==> src/rtl/seq_divider_if.sv <==
// seq_divider_if: start/busy/done handshake, operands (A, B) and results (quotient, remainder, div_by_zero) between a controller (master) and seq_divider (slave)
interface seq_divider_if #(
  parameter int WIDTH = 8
);
  logic             start;
  logic [WIDTH-1:0] A;
  logic [WIDTH-1:0] B;
  logic             busy;
  logic             done;
  logic [WIDTH-1:0] quotient;
  logic [WIDTH-1:0] remainder;
  logic             div_by_zero;
  modport master (
    output start, A, B,
    input  busy, done, quotient, remainder, div_by_zero
  );
  modport slave (
    input  start, A, B,
    output busy, done, quotient, remainder, div_by_zero
  );
endinterface

==> src/rtl/seq_divider.sv <==
// seq_divider: iterative radix-2 restoring unsigned divider, one quotient bit per clk, ports clk, reset, div (seq_divider_if.slave)
module seq_divider #(
  parameter int WIDTH = 8,
  parameter int CNT_W = $clog2(WIDTH) + 1
) (
  input logic   clk,
  input logic   reset,
  seq_divider_if.slave div
);
  localparam logic [1:0] IDLE = 2'd0;
  localparam logic [1:0] CALC = 2'd1;
  localparam logic [1:0] DONE = 2'd2;
  localparam logic [CNT_W-1:0] LAST = CNT_W'(WIDTH - 1);
  logic [1:0]       state;
  logic [WIDTH-1:0] q;
  logic [WIDTH-1:0] dsr;
  logic [WIDTH-1:0] rem;
  logic [WIDTH:0]   r_sh;
  logic [WIDTH-1:0] r_nx;
  logic [WIDTH-1:0] q_nx;
  logic             ge;
  logic [CNT_W-1:0] cnt;
  logic [WIDTH-1:0] quotient;
  logic [WIDTH-1:0] remainder;
  logic             dbz;
  // The partial remainder is always below the divisor, so it fits in WIDTH bits;
  // only the shifted value needs the extra bit for an overflow-free compare.
  assign r_sh = {rem, q[WIDTH-1]};
  assign ge   = r_sh >= {1'b0, dsr};
  assign r_nx = ge ? WIDTH'(r_sh - {1'b0, dsr}) : r_sh[WIDTH-1:0];
  assign q_nx = {q[WIDTH-2:0], ge};
  always_ff @(posedge clk) begin
    if (reset) begin
      state     <= IDLE;
      q         <= '0;
      dsr       <= '0;
      rem       <= '0;
      cnt       <= '0;
      quotient  <= '0;
      remainder <= '0;
      dbz       <= 1'b0;
    end else begin
      case (state)
        IDLE, DONE: begin
          if (div.start) begin
            q     <= div.A;
            dsr   <= div.B;
            rem   <= '0;
            cnt   <= '0;
            state <= CALC;
          end else begin
            state <= IDLE;
          end
        end
        CALC: begin
          q   <= q_nx;
          rem <= r_nx;
          cnt <= cnt + CNT_W'(1);
          if (cnt == LAST) begin
            state     <= DONE;
            quotient  <= q_nx;
            remainder <= r_nx;
            dbz       <= dsr == '0;
          end
        end
        default: state <= IDLE;
      endcase
    end
  end
  assign div.busy        = state == CALC;
  assign div.done        = state == DONE;
  assign div.quotient    = quotient;
  assign div.remainder   = remainder;
  assign div.div_by_zero = dbz;
endmodule

==> src/flat_wrapper.sv <==
// flat-port wrapper written by rule: the top's interface ports become plain ports
module seq_divider_flat 
#(
  parameter int WIDTH = 8,
  parameter int CNT_W = $clog2(WIDTH) + 1
)
  (clk, reset, div_start, div_A, div_B, div_busy, div_done, div_quotient, div_remainder, div_div_by_zero);
  seq_divider_if #(.WIDTH(WIDTH)) div_i ();
  input logic clk;
  input logic reset;
  input wire logic [$bits(div_i.start)-1:0] div_start;
  input wire logic [$bits(div_i.A)-1:0] div_A;
  input wire logic [$bits(div_i.B)-1:0] div_B;
  output wire logic [$bits(div_i.busy)-1:0] div_busy;
  output wire logic [$bits(div_i.done)-1:0] div_done;
  output wire logic [$bits(div_i.quotient)-1:0] div_quotient;
  output wire logic [$bits(div_i.remainder)-1:0] div_remainder;
  output wire logic [$bits(div_i.div_by_zero)-1:0] div_div_by_zero;
  assign div_i.start = div_start;
  assign div_i.A = div_A;
  assign div_i.B = div_B;
  assign div_busy = div_i.busy;
  assign div_done = div_i.done;
  assign div_quotient = div_i.quotient;
  assign div_remainder = div_i.remainder;
  assign div_div_by_zero = div_i.div_by_zero;
  seq_divider #(.WIDTH(WIDTH), .CNT_W(CNT_W)) u_core (.clk(clk), .reset(reset), .div(div_i));
endmodule
==> config.mk <==
export PLATFORM = sky130hd
export DESIGN_NAME = seq_divider_flat
export DESIGN_NICKNAME = d
export VERILOG_FILES = /design/src/rtl/seq_divider_if.sv /design/src/rtl/seq_divider.sv /design/src/flat_wrapper.sv
export SDC_FILE = /design/constraint.sdc
export NUM_CORES = 1
export LEC_CHECK = 0
export ABC_AREA = 1
export ABC_CLOCK_PERIOD_IN_PS = 1600
export CORE_MARGIN = 10
export CORE_UTILIZATION = 48
export CTS_CLUSTER_SIZE = 14
export DETAILED_ROUTE_END_ITERATION = 10
export PLACE_DENSITY = 0.75
export SYNTH_ARGS = -nofsm -noshare
export SYNTH_HDL_FRONTEND = slang
export SYNTH_SLANG_ARGS = --single-unit
export TNS_END_PERCENT = 1
==> constraint.sdc <==
create_clock -name clk -period 1.6 [get_ports clk]
set_input_delay 0.16 -clock clk [delete_from_list [all_inputs] [get_ports clk]]
set_output_delay 0.16 -clock clk [all_outputs]
set_load 0.005 [all_outputs]
* Word level (Yosys, flattened, before mapping)
Index checks and enable logic that the tools add are counted.
** Operators by class
- Add/sub/neg operators :: 2
- $lt $le $gt $ge :: 1
- Eq/ne operators :: 5
- Mux-type cells :: 10
- Reduce and logical (&&, ||, !) cells :: 7
** Operators by type and width (number)
- 8-bit one-hot mux with 2 select lines :: 2
- 8-bit two-way mux :: 3
- 9-bit by 8-bit >= comparator with 1-bit output :: 1
- 8-bit logical NOT :: 1
- 4-bit one-hot mux with 2 select lines :: 1
- 8-bit subtractor :: 1
- 2-bit AND reduction :: 3
- 4-bit by 1-bit adder with 4-bit output, second input constant :: 1
- 4-bit by 3-bit equality test with 1-bit output, second input constant :: 1
- 4-bit two-way mux :: 1
- 2-bit one-hot mux with 2 select lines :: 1
- 2-bit by 1-bit equality test with 1-bit output, second input constant :: 1
- 2-bit equality test, second input constant :: 1
- 2-bit logical NOT :: 1
- 2-bit two-way mux :: 1
- 2-bit by 1-bit inequality test with 1-bit output, second input constant :: 1
- 2-bit inequality test, second input constant :: 1
- 2-bit nonzero test :: 1
- 2-bit OR reduction :: 1
- 1-bit two-way mux :: 1
** Word-level totals
- Register bits after elaboration :: 47
- Output and inout bits :: 19
- Logic and storage cells :: 33

* Longest topological paths before layout
Gate-level depths: netlist of run 1.
- Depth after elaboration :: 4
- Mapped depth :: 14

* Worst setup path before layout of run 1
Ideal clock, no wire load.
- Path kind :: reg-to-reg
- Start :: register u_core.q[7]
- End :: register u_core.rem[4]
- Setup time :: 0.069 ns
- Arrival time :: 1.561 ns
- Setup slack :: -0.029 ns
- Cell stages (with the launch flop) :: 13
- Period minus slack after synthesis :: 1.629 ns
- Path through :: dfxtp_1 > inv_1 > ha_1 > inv_1 > fa_1 > inv_1 > nor2_1 > nor2_1 > xnor2_1 > nand2_2 > nand2_2 > nand2_2 > a21oi_2
** On the way
- Word-level cells in the longest chain between the ends :: 3
** RTL lines
- start, declared :: RTL line seq_divider.sv:15 : logic [WIDTH-1:0] q;
- start signal, assigned :: RTL line seq_divider.sv:46 : q <= div.A;
- start signal, assigned :: RTL line seq_divider.sv:56 : q <= q_nx;
- 8-bit subtractor / 9-bit by 8-bit >= comparator with 1-bit output (equally long branches) :: RTL line seq_divider.sv:30, seq_divider.sv:29
- 8-bit two-way mux * :: RTL line seq_divider.sv:30 : assign r_nx = ge ? WIDTH'(r_sh - {1'b0, dsr}) : r_sh[WIDTH-1:0];
- 8-bit one-hot mux with 2 select lines * :: RTL line seq_divider.sv:43 : case (state)
- end signal, assigned :: RTL line seq_divider.sv:57 : rem <= r_nx;
- end, declared :: RTL line seq_divider.sv:17 : logic [WIDTH-1:0] rem;
Mark *: on every way between the ends. The rest lies on a longest branch, timed or not.
A chain may end at the register's enable or synchronous reset.

* Final worst setup path of run 1
- Start :: register u_core.dsr[5]
- End :: register u_core.rem[4]
** On the way
- Word-level cells in the longest chain between the ends :: 3
** RTL lines
- start, declared :: RTL line seq_divider.sv:16 : logic [WIDTH-1:0] dsr;
- start signal, assigned :: RTL line seq_divider.sv:47 : dsr <= div.B;
- 9-bit by 8-bit >= comparator with 1-bit output :: RTL line seq_divider.sv:29 : assign ge = r_sh >= {1'b0, dsr};
- 8-bit two-way mux :: RTL line seq_divider.sv:30
- 8-bit one-hot mux with 2 select lines :: RTL line seq_divider.sv:43
No other way between the ends.

==> flow_metrics.py, run 1 <==
metrics = {
    "critical_path": {
        "slowest_stage": "dfxtp_2",
        "path_class": "flop to flop",
        "cp.arrival_ns": 1.97,
        "crit_path_start_kind": "flop",
        "crit_top_cell": "nand2_2",
        "critPathMaxFanout": 5,
        "critical-path-max-stage-delay_ns": 0.34,
        "cp.required_ns": 1.84,
        "crit_path_cell_trace": "inv_2 -> ha_4 -> nand2_2 -> inv_2 -> nand3_2 -> nor2_4 -> nor2_8 -> nand2_8 -> buf_6 -> nand2_2 -> nand2_2 -> nand2_2 -> a21oi_2",
        "endpoint_kind": "flop",
    },
    "timing": {
        "setup_viol": 18,
        "tns_ns": -1.60,
        "hold_viol_final": 0,
        "min_period_ns": 1.73,
        "clock.fmax_mhz": 578,
        "slew_headroom": 0.794,
        "worst_slack_ns": -0.131,
        "tightest_slew_ns": 0.306,
        "fin_crit_sh": 1.08,
        "rsz0062_at_grt": "yes",
        "worst_clock_skew_ns": 0.00717,
        "drv_slew": 0,
    },
    "logic_synthesis": {
        "synth_top_cell_area_share": 0.383,
        "synth-seq-cells": 47,
        "synthDistinctLibCells": 36,
        "async_flop_share": 0,
        "synth_common_cells": "nand2_1 (81), dfxtp_1 (47), inv_1 (34), nor2_1 (31), nand3_1 (23)",
        "synth_top_cell_by_area": "dfxtp_1",
        "synth_edf_count": 0,
        "syn_area_per_cell_um2": 7.34,
        "netlist_top_cells_area": "dfxtp_1 (38%), nand2_1 (12%), inv_1 (5.2%)",
        "synthFlopType": "dfxtp_1",
        "synth_cells": 335,
        "yosys_warnings": 0,
        "syn-cell-area_um2": 2460,
        "synth_nets": 364,
        "yosysSeqAreaShare": 0.383,
        "synth_most_common_cell": "nand2_1",
    },
    "pwr": {
        "swShare": 0.386,
        "leakage_nw": 1.55,
        "power.switching_w": 0.00180,
        "ir_drop_mv": 0.686,
        "power_frac_comb": 0.530,
        "p_int_w": 0.00287,
        "p_per_area_nw_per_um2": 1320,
        "pwr-share-seq": 0.290,
        "clockPowerShare": 0.180,
    },
    "clock_tree": {
        "clk_latency_ns": 0.30,
        "cts.sink_count": 47,
        "ctsHoldBuffers": 0,
        "cts_buffer_depth": 2,
        "htreeDepth": 2,
        "numCtsBuffers": 5,
        "clock-root-buffer": "clkbuf_8",
        "path_clk_slew_ns": 0.09,
        "cts_tree": "yes",
    },
    "global_routing": {
        "grt.overflow.total": 0,
        "antenna_found_initial": 0,
        "first_global_vias": 2375,
        "grt.total_usage": 0.159,
        "grt_max_degree": 23,
        "grt_pass1_wl_mm": 11.2,
    },
    "floorplan": {
        "core-area_um2": 4850,
        "dieArea_um2": 8390,
        "start_util": 0.507,
        "ios": 38,
        "die_w_um": 91.6,
        "dieHeight_um": 91.6,
        "row_count": 25,
    },
    "final_layout": {
        "finish.utilization": 0.732,
        "area_growth_pct": 44.3,
        "layout-drive-gt1-share": 0.333,
        "nets": 446,
        "num-fill-cells": 374,
        "num_antenna_cells": 0,
    },
    "detailed_routing": {
        "drcViolationCount": 0,
        "final_antenna_net_count": 0,
        "via_per_inst": 5.08,
        "drtIter0Drc": 184,
        "wirelength_mm": 6.86,
        "vias": 2461,
        "routedWlPerCell_um": 14.2,
        "dr.pass1.iters": 7,
    },
    "min_path": {
        "hold_path_class": "input pin to flop",
    },
    "run_status": {
        "violations": "negative setup slack",
        "outcome": "complete, but fails checks",
    },
    "flow_run": {
        "cap_violations": 0,
    },
    "place": {
        "place.port_buffers": 37,
        "gp_congestion": 0.869,
        "post-dp-hpwl_mm": 4.81,
    },
}
-- state kept, by name, summed over array words and instances (netlist names) --
register	cells
u_core.div.remainder	8
u_core.dsr	8
u_core.rem	8
u_core.state	2
u_core.div.quotient	8
u_core.q	8
u_core.div.div_by_zero	1
u_core.cnt	4
-- power groups by stage --
stage	Clock, W	Sequential (W)	Combinational, W
floorplan	0	0.00133	0.00130
global placement	0	0.00135	0.00180
detailed placement	0	0.00135	0.00183
CTS	0.000850	0.00134	0.00229
global route	0.000886	0.00136	0.00268
finish	0.000843	0.00135	0.00247
-- final cells by class --
cell class                      instances  area [um2]  share of cell area
Inverter                               44         170              0.0480
Sequential cell                        47         958               0.270
Tap cell                               67        83.8              0.0236
Clock buffer                            6        72.6              0.0205
Timing Repair Buffer                   84         782               0.220
Multi-Input combinational cell        235        1450               0.409
Clock inverter                          1        30.0             0.00847
-- kinds of logic after synthesis --
group | Yosys count | synth area share
adder cells (fa/ha/maj) | 10 | 0.0539
buffers and inverters | 54 | 0.0936
AO/OA/AOI/OAI | 51 | 0.122
XOR/XNOR | 3 | 0.0107
flip-flops | 47 | 0.383
AND/OR/NAND/NOR | 170 | 0.337
-- worst paths after layout --
| path | cells after the start | slack, ns | from | endpoint |
|---|---|---|---|---|
| min | 3 | 0.42 | div_A[3] | u_core.q[3] |
| min reg2reg | 1 | 0.45 | u_core.cnt[0] | u_core.cnt[0] |
| max | 13 | -0.13 | u_core.dsr[5] | u_core.rem[4] |
| max reg2reg | 13 | -0.13 | u_core.dsr[5] | u_core.rem[4] |
-- per-stage QoR --
step	hold WS, ns	area [um2]	setup slack, ns	instances	power [W]
CTS	0.420	3470	-0.159	484	0.00449
global placement	0.454	3160	-0.180	467	0.00315
floorplan	0.310	2460	0.0153	335	0.00263
global route	0.443	3550	-0.215	484	0.00493
detailed placement	0.456	3160	-0.192	467	0.00318
finish	0.422	3550	-0.131	484	0.00467
-- layer usage --
layer  routed length, um  global-route usage  up-vias  part of all wire
li1                    -                   -     1239                 -
met1                2790               0.188     1117              0.41
met2                3420               0.275       91              0.50
met3                 520              0.0395       14             0.076
met4                 125              0.0444        0             0.018
met5                   0                   0        -                 0
-- worst max-delay path: cells and delay by family, from the launching register on --
kind                       cells  cell delay (ns)
adders and majority gates      1             0.28
buffers and inverters          3             0.25
DFF                            1             0.34
and+or+nand+nor                8             0.67
AOI/OAI and AO/OA              1             0.12
-- cell usage in the layout, fill, tap and decap left out, types with 4 or more instances in the layout --
cell type and n:
a21oi_2 5, ha_4 8, clkbuf_8 5, inv_2 16
nor2_4 4, nand2_2 22, dfxtp_1 33, nand3_2 4
a31oi_1 5, nand2_1 75, nor2_1 30, dfxtp_2 14
buf_4 40, clkdlybuf4s50_1 36, nand3_1 21, o21ai_0 14
a21oi_1 17, inv_1 23
-- timing repair --
action                                  4_1_cts  5_1_grt
setup buffers                                 9        0
gates cloned                                  1        0
pin swaps                                    11       19
resized for setup                            27       30
endpoints found under the setup margin       18       25
No activity file was read; power rests on OpenSTA's default activity.
==> inputs of run 2 (changes only) <==
--- a/config.mk
+++ b/config.mk
@@ -12,6 +12,7 @@
 export CTS_CLUSTER_SIZE = 14
 export DETAILED_ROUTE_END_ITERATION = 10
 export PLACE_DENSITY = 0.75
+export SETUP_SLACK_MARGIN = 0.3
 export SYNTH_ARGS = -nofsm -noshare
 export SYNTH_HDL_FRONTEND = slang
 export SYNTH_SLANG_ARGS = --single-unit
==> run 2 against run 1 <==
  * The flow still finishes with violations (negative setup slack)
  * Via count up 0.41%
  * Critical path depth down 1
  * Sequential power about the same
  * Routed wire length up 3.2%
  * Critical path type unchanged
  * Critical endpoint unchanged
==> flow_metrics.py, run 2 (same netlist as run 1, synthesis figures left out) <==
metrics = {
    "run_status": {
        "outcome": "complete, but fails checks",
        "violations": "negative setup slack",
    },
    "detailed_routing": {
        "vias": 2471,
        "wirelength_mm": 7.08,
        "drcViolationCount": 0,
        "via_per_inst": 5.14,
        "drtIter0Drc": 94,
        "final_antenna_net_count": 0,
        "routedWlPerCell_um": 14.7,
        "dr.pass1.iters": 7,
    },
    "critical_path": {
        "endpoint_kind": "flop",
        "crit_path_start_kind": "flop",
        "cp.required_ns": 1.84,
        "crit_path_cell_trace": "inv_2 -> ha_4 -> inv_4 -> fa_2 -> inv_2 -> nor2_2 -> nor2_2 -> xnor2_1 -> nand2_2 -> nand2_2 -> nand2_2 -> a21oi_2",
        "critical-path-max-stage-delay_ns": 0.36,
        "slowest_stage": "fa_2",
        "cp.arrival_ns": 1.96,
        "critPathMaxFanout": 3,
        "crit_top_cell": "nand2_2",
        "path_class": "flop to flop",
    },
    "final_layout": {
        "most-common-layout-cells": "nand2_1 (68), buf_4 (41), dfxtp_1 (30)",
        "final-seq-area_um2": 962,
        "area_growth_pct": 45.5,
        "nets": 442,
        "num-fill-cells": 374,
        "final_common_cell": "nand2_1",
        "design_area_um2": 3580,
        "layout-drive-gt1-share": 0.379,
        "multi_input_area_um2": 1550,
        "instances_no_fill": 481,
        "num_antenna_cells": 0,
    },
    "timing": {
        "fin_crit_sh": 1.07,
        "clock.fmax_mhz": 582,
        "worst_slack_ns": -0.117,
        "rsz0062_at_grt": "yes",
        "slew_headroom": 0.775,
        "min_period_ns": 1.72,
        "hold_viol_final": 0,
        "holdWs_ns": 0.416,
        "tightest_slew_ns": 0.337,
        "worst_clock_skew_ns": 0.00798,
        "drv_slew": 0,
        "setup_viol": 15,
    },
    "floorplan": {
        "ios": 38,
        "dieArea_um2": 8390,
        "dieHeight_um": 91.6,
        "die_w_um": 91.6,
        "start_util": 0.507,
        "core-area_um2": 4850,
        "row_count": 25,
    },
    "clock_tree": {
        "clk_latency_ns": 0.31,
        "cts_tree": "yes",
        "clock-root-buffer": "clkbuf_8",
        "numCtsBuffers": 5,
        "path_clk_slew_ns": 0.10,
        "cts.sink_count": 47,
        "htreeDepth": 2,
        "cts_buffer_depth": 2,
        "ctsHoldBuffers": 0,
    },
    "global_routing": {
        "first_global_vias": 2521,
        "grt_pass1_wl_mm": 11.6,
        "grt.overflow.total": 0,
        "grt_max_degree": 29,
        "grt.total_usage": 0.164,
        "antenna_found_initial": 0,
    },
    "pwr": {
        "ir_drop_mv": 0.611,
        "leakage_nw": 1.64,
        "power_w": 0.00486,
        "p_per_area_nw_per_um2": 1360,
    },
    "place": {
        "gp_congestion": 0.849,
        "place_area_um2": 3200,
        "post-dp-hpwl_mm": 5.02,
        "place.port_buffers": 37,
        "dp.cells": 464,
    },
    "flow_run": {
        "cap_violations": 0,
    },
    "min_path": {
        "hold_path_class": "input pin to flop",
    },
}
run 2: changes by cell type in the layout (fill, tap and decap cells not counted), sizes merged:
cell	previous run	this run
clkdlybuf4s50	36	18
dlygate4sd2	0	18
buf	47	41
nand2	100	102
bufinv	1	2
clkbuf	6	5
inv	41	42
run 2: report_power, final:
part | internal [W] | total (W) | switching, W
clock network | 0.000635 | 0.00108 | 0.000441
registers | 0.00126 | 0.00135 | 0.0000933
logic | 0.00101 | 0.00243 | 0.00142
run 2: per-layer routing:
layer	share of wire	routed length, um	track usage	up-vias
met5	0	0	0	-
met4	0.023	163	0.0561	0
met3	0.046	328	0.0395	13
met2	0.51	3620	0.293	66
met1	0.42	2960	0.185	1153
li1	-	-	-	1239
run 2: worst max-delay path, delay by kind of cell (launching register included):
kind	cells	cell delay, ns
DFF	1	0.33
xor gates and xnor gates	1	0.15
buffers and inverters	3	0.17
adders and majority gates	2	0.52
AOI/OAI and AO/OA	1	0.12
and+or+nand+nor	5	0.37
run 2: worst paths after layout:
check	start	end	slack (ns)	cells past startpoint
min	div_A[4]	u_core.q[4]	0.42	3
min reg2reg	u_core.q[6]	u_core.div.quotient[7]	0.46	2
max reg2reg	u_core.q[7]	u_core.rem[4]	-0.12	12
max	u_core.q[7]	u_core.rem[4]	-0.12	12
run 2: what timing repair did:
| item | CTS | global route |
|---|---|---|
| gates cloned | 3 | 0 |
| setup endpoints to repair | 48 | 35 |
| pin swaps | 14 | 34 |
| endpoints found under the hold margin | 0 | 0 |
| gates resized for setup | 53 | 34 |
| setup buffers | 2 | 4 |
run 2: area by class of cell:
cell class              instances  area share
multi-input cells             237       0.434
flip-flops and latches         47       0.269
repair buffers                 78       0.184
inverters                      44      0.0504
well taps                      67      0.0234
clock inverters                 3      0.0199
clock buffers                   5      0.0192
run 2: per-stage QoR:
stage | TNS, ns | setup WS (ns) | utilization
after global routing | -2.61 | -0.190 | 0.738
after global placement | -1.24 | -0.128 | 0.660
final | -0.829 | -0.117 | 0.738
after detailed placement | -2.04 | -0.172 | 0.660
after CTS | -0.802 | -0.0736 | 0.708
after floorplan | 0 | 0.0484 | -
==> inputs of run 3 (changes only) <==
--- a/config.mk
+++ b/config.mk
@@ -7,6 +7,7 @@
 export LEC_CHECK = 0
 export ABC_AREA = 1
 export ABC_CLOCK_PERIOD_IN_PS = 1600
+export CORE_ASPECT_RATIO = 1.25
 export CORE_MARGIN = 10
 export CORE_UTILIZATION = 48
 export CTS_CLUSTER_SIZE = 14
==> run 3 against run 2 <==
  * Register-to-register slack hardly changed
  * Critical path type unchanged
  * The flow still finishes with violations (negative setup slack)
  * Sequential power hardly changed
  * Clock skew is 0.0016 ns lower
  * Critical endpoint is now u_core.div.remainder[3]
  * Largest cell class unchanged
  * Clock-buffer cell count stayed put
==> flow_metrics.py, run 3 (same netlist as run 1, synthesis figures left out) <==
metrics = {
    "clock_tree": {
        "cts_tree": "yes",
        "numCtsBuffers": 5,
        "htreeDepth": 2,
        "path_clk_slew_ns": 0.09,
        "ctsHoldBuffers": 0,
        "cts.sink_count": 47,
        "clk_latency_ns": 0.30,
        "clock-root-buffer": "clkbuf_8",
        "cts_buffer_depth": 2,
    },
    "timing": {
        "tightest_slew_ns": 0.407,
        "worst_slack_ns": -0.131,
        "clock.fmax_mhz": 578,
        "worst_clock_skew_ns": 0.00637,
        "setup_viol": 18,
        "hold_viol_final": 0,
        "rsz0062_at_grt": "yes",
        "min_period_ns": 1.73,
        "slew_headroom": 0.726,
        "fin_crit_sh": 1.08,
        "holdWs_ns": 0.435,
        "drv_slew": 0,
    },
    "critical_path": {
        "path_class": "flop to flop",
        "endpoint_kind": "flop",
        "crit_path_start_kind": "flop",
        "critPathMaxFanout": 5,
        "cp.arrival_ns": 1.94,
        "cp.required_ns": 1.81,
    },
    "pwr": {
        "leakage_nw": 1.67,
        "p_per_area_nw_per_um2": 1290,
        "ir_drop_mv": 0.625,
    },
    "final_layout": {
        "most-common-layout-cells": "nand2_1 (60), buf_4 (48), nand2_2 (32)",
        "num_antenna_cells": 0,
        "num-fill-cells": 380,
        "instances_no_fill": 486,
        "final-seq-area_um2": 971,
        "layout-drive-gt1-share": 0.413,
        "multi_input_area_um2": 1570,
        "final_common_cell": "nand2_1",
        "nets": 453,
        "area_growth_pct": 47.7,
    },
    "detailed_routing": {
        "dr.pass1.iters": 4,
        "via_per_inst": 5.18,
        "routedWlPerCell_um": 14.7,
        "wirelength_mm": 7.15,
        "drcViolationCount": 0,
        "final_antenna_net_count": 0,
        "drtIter0Drc": 172,
        "vias": 2519,
    },
    "floorplan": {
        "start_util": 0.491,
        "core-area_um2": 5010,
        "die_w_um": 84.0,
        "row_count": 29,
        "dieHeight_um": 100,
        "dieArea_um2": 8400,
        "ios": 38,
    },
    "place": {
        "gp_congestion": 0.977,
        "dp.cells": 461,
        "dp_slack_ns": -0.144,
        "post-dp-hpwl_mm": 4.88,
        "place.port_buffers": 37,
    },
    "global_routing": {
        "grt_max_degree": 25,
        "grt.total_usage": 0.163,
        "grt.overflow.total": 0,
        "grt_pass1_wl_mm": 11.5,
        "first_global_vias": 2466,
        "antenna_found_initial": 0,
    },
    "min_path": {
        "hold_path_class": "input pin to flop",
    },
    "run_status": {
        "outcome": "complete, but fails checks",
        "violations": "negative setup slack",
    },
    "flow_run": {
        "cap_violations": 0,
    },
}
## run 3: area by class of cell
type                       instances  area share
tap                               62      0.0214
timing repair buffer              89       0.208
sequential                        47       0.267
inverter                          44      0.0482
clock buffer                       5      0.0190
multi-input combinational        237       0.432
clock inverter                     2     0.00379
## run 3: final timing paths
kind	from	endpoint	slack, ns	depth (start not counted)
setup / recovery	u_core.dsr[4]	u_core.div.remainder[3]	-0.13	13
hold / removal	div_A[4]	u_core.q[4]	0.44	3
setup reg to reg	u_core.dsr[4]	u_core.div.remainder[3]	-0.13	13
hold reg to reg	u_core.cnt[0]	u_core.cnt[0]	0.46	1
## run 3: timing repair
action | 4_1_cts | 5_1_grt
cloned | 3 | 0
endpoints found under the setup margin | 47 | 31
pin swaps | 20 | 26
resized for setup | 70 | 30
setup buffers | 8 | 7
## run 3: power by group
group	internal, W	switching, W
combinational	0.00113	0.00149
clock	0.000300	0.000401
sequential	0.00126	0.000100
total	0.00270	0.00199
## run 3: worst max-delay path, cell delays in order (launching register included)
cell,delay [ns]
dfxtp_2,0.35
inv_2,0.05
ha_4,0.31
nand2_4,0.07
inv_2,0.07
nand3_2,0.09
nor2_4,0.20
nor2_8,0.09
nand2_8,0.10
nand2_2,0.07
nand2_1,0.08
nand2_1,0.05
nand2_1,0.06
inv_1,0.04
## run 3: per-stage QoR
| stage | instance area, um2 | util | setup TNS (ns) | power (W) |
|---|---|---|---|---|
| after floorplan | 2550 | - | 0 | 0.00270 |
| after global placement | 3210 | 0.641 | -0.836 | 0.00318 |
| after detailed placement | 3210 | 0.641 | -1.19 | 0.00321 |
| after CTS | 3480 | 0.696 | -0.625 | 0.00429 |
| after global routing | 3630 | 0.725 | -3.32 | 0.00497 |
| final | 3630 | 0.725 | -1.35 | 0.00468 |
## run 3: layer usage
layer	part of all wire	vias up	GRT usage
met5	0	-	0
met1	0.38	1135	0.175
met4	0.047	0	0.0865
li1	-	1259	-
met3	0.060	29	0.0373
met2	0.51	96	0.291
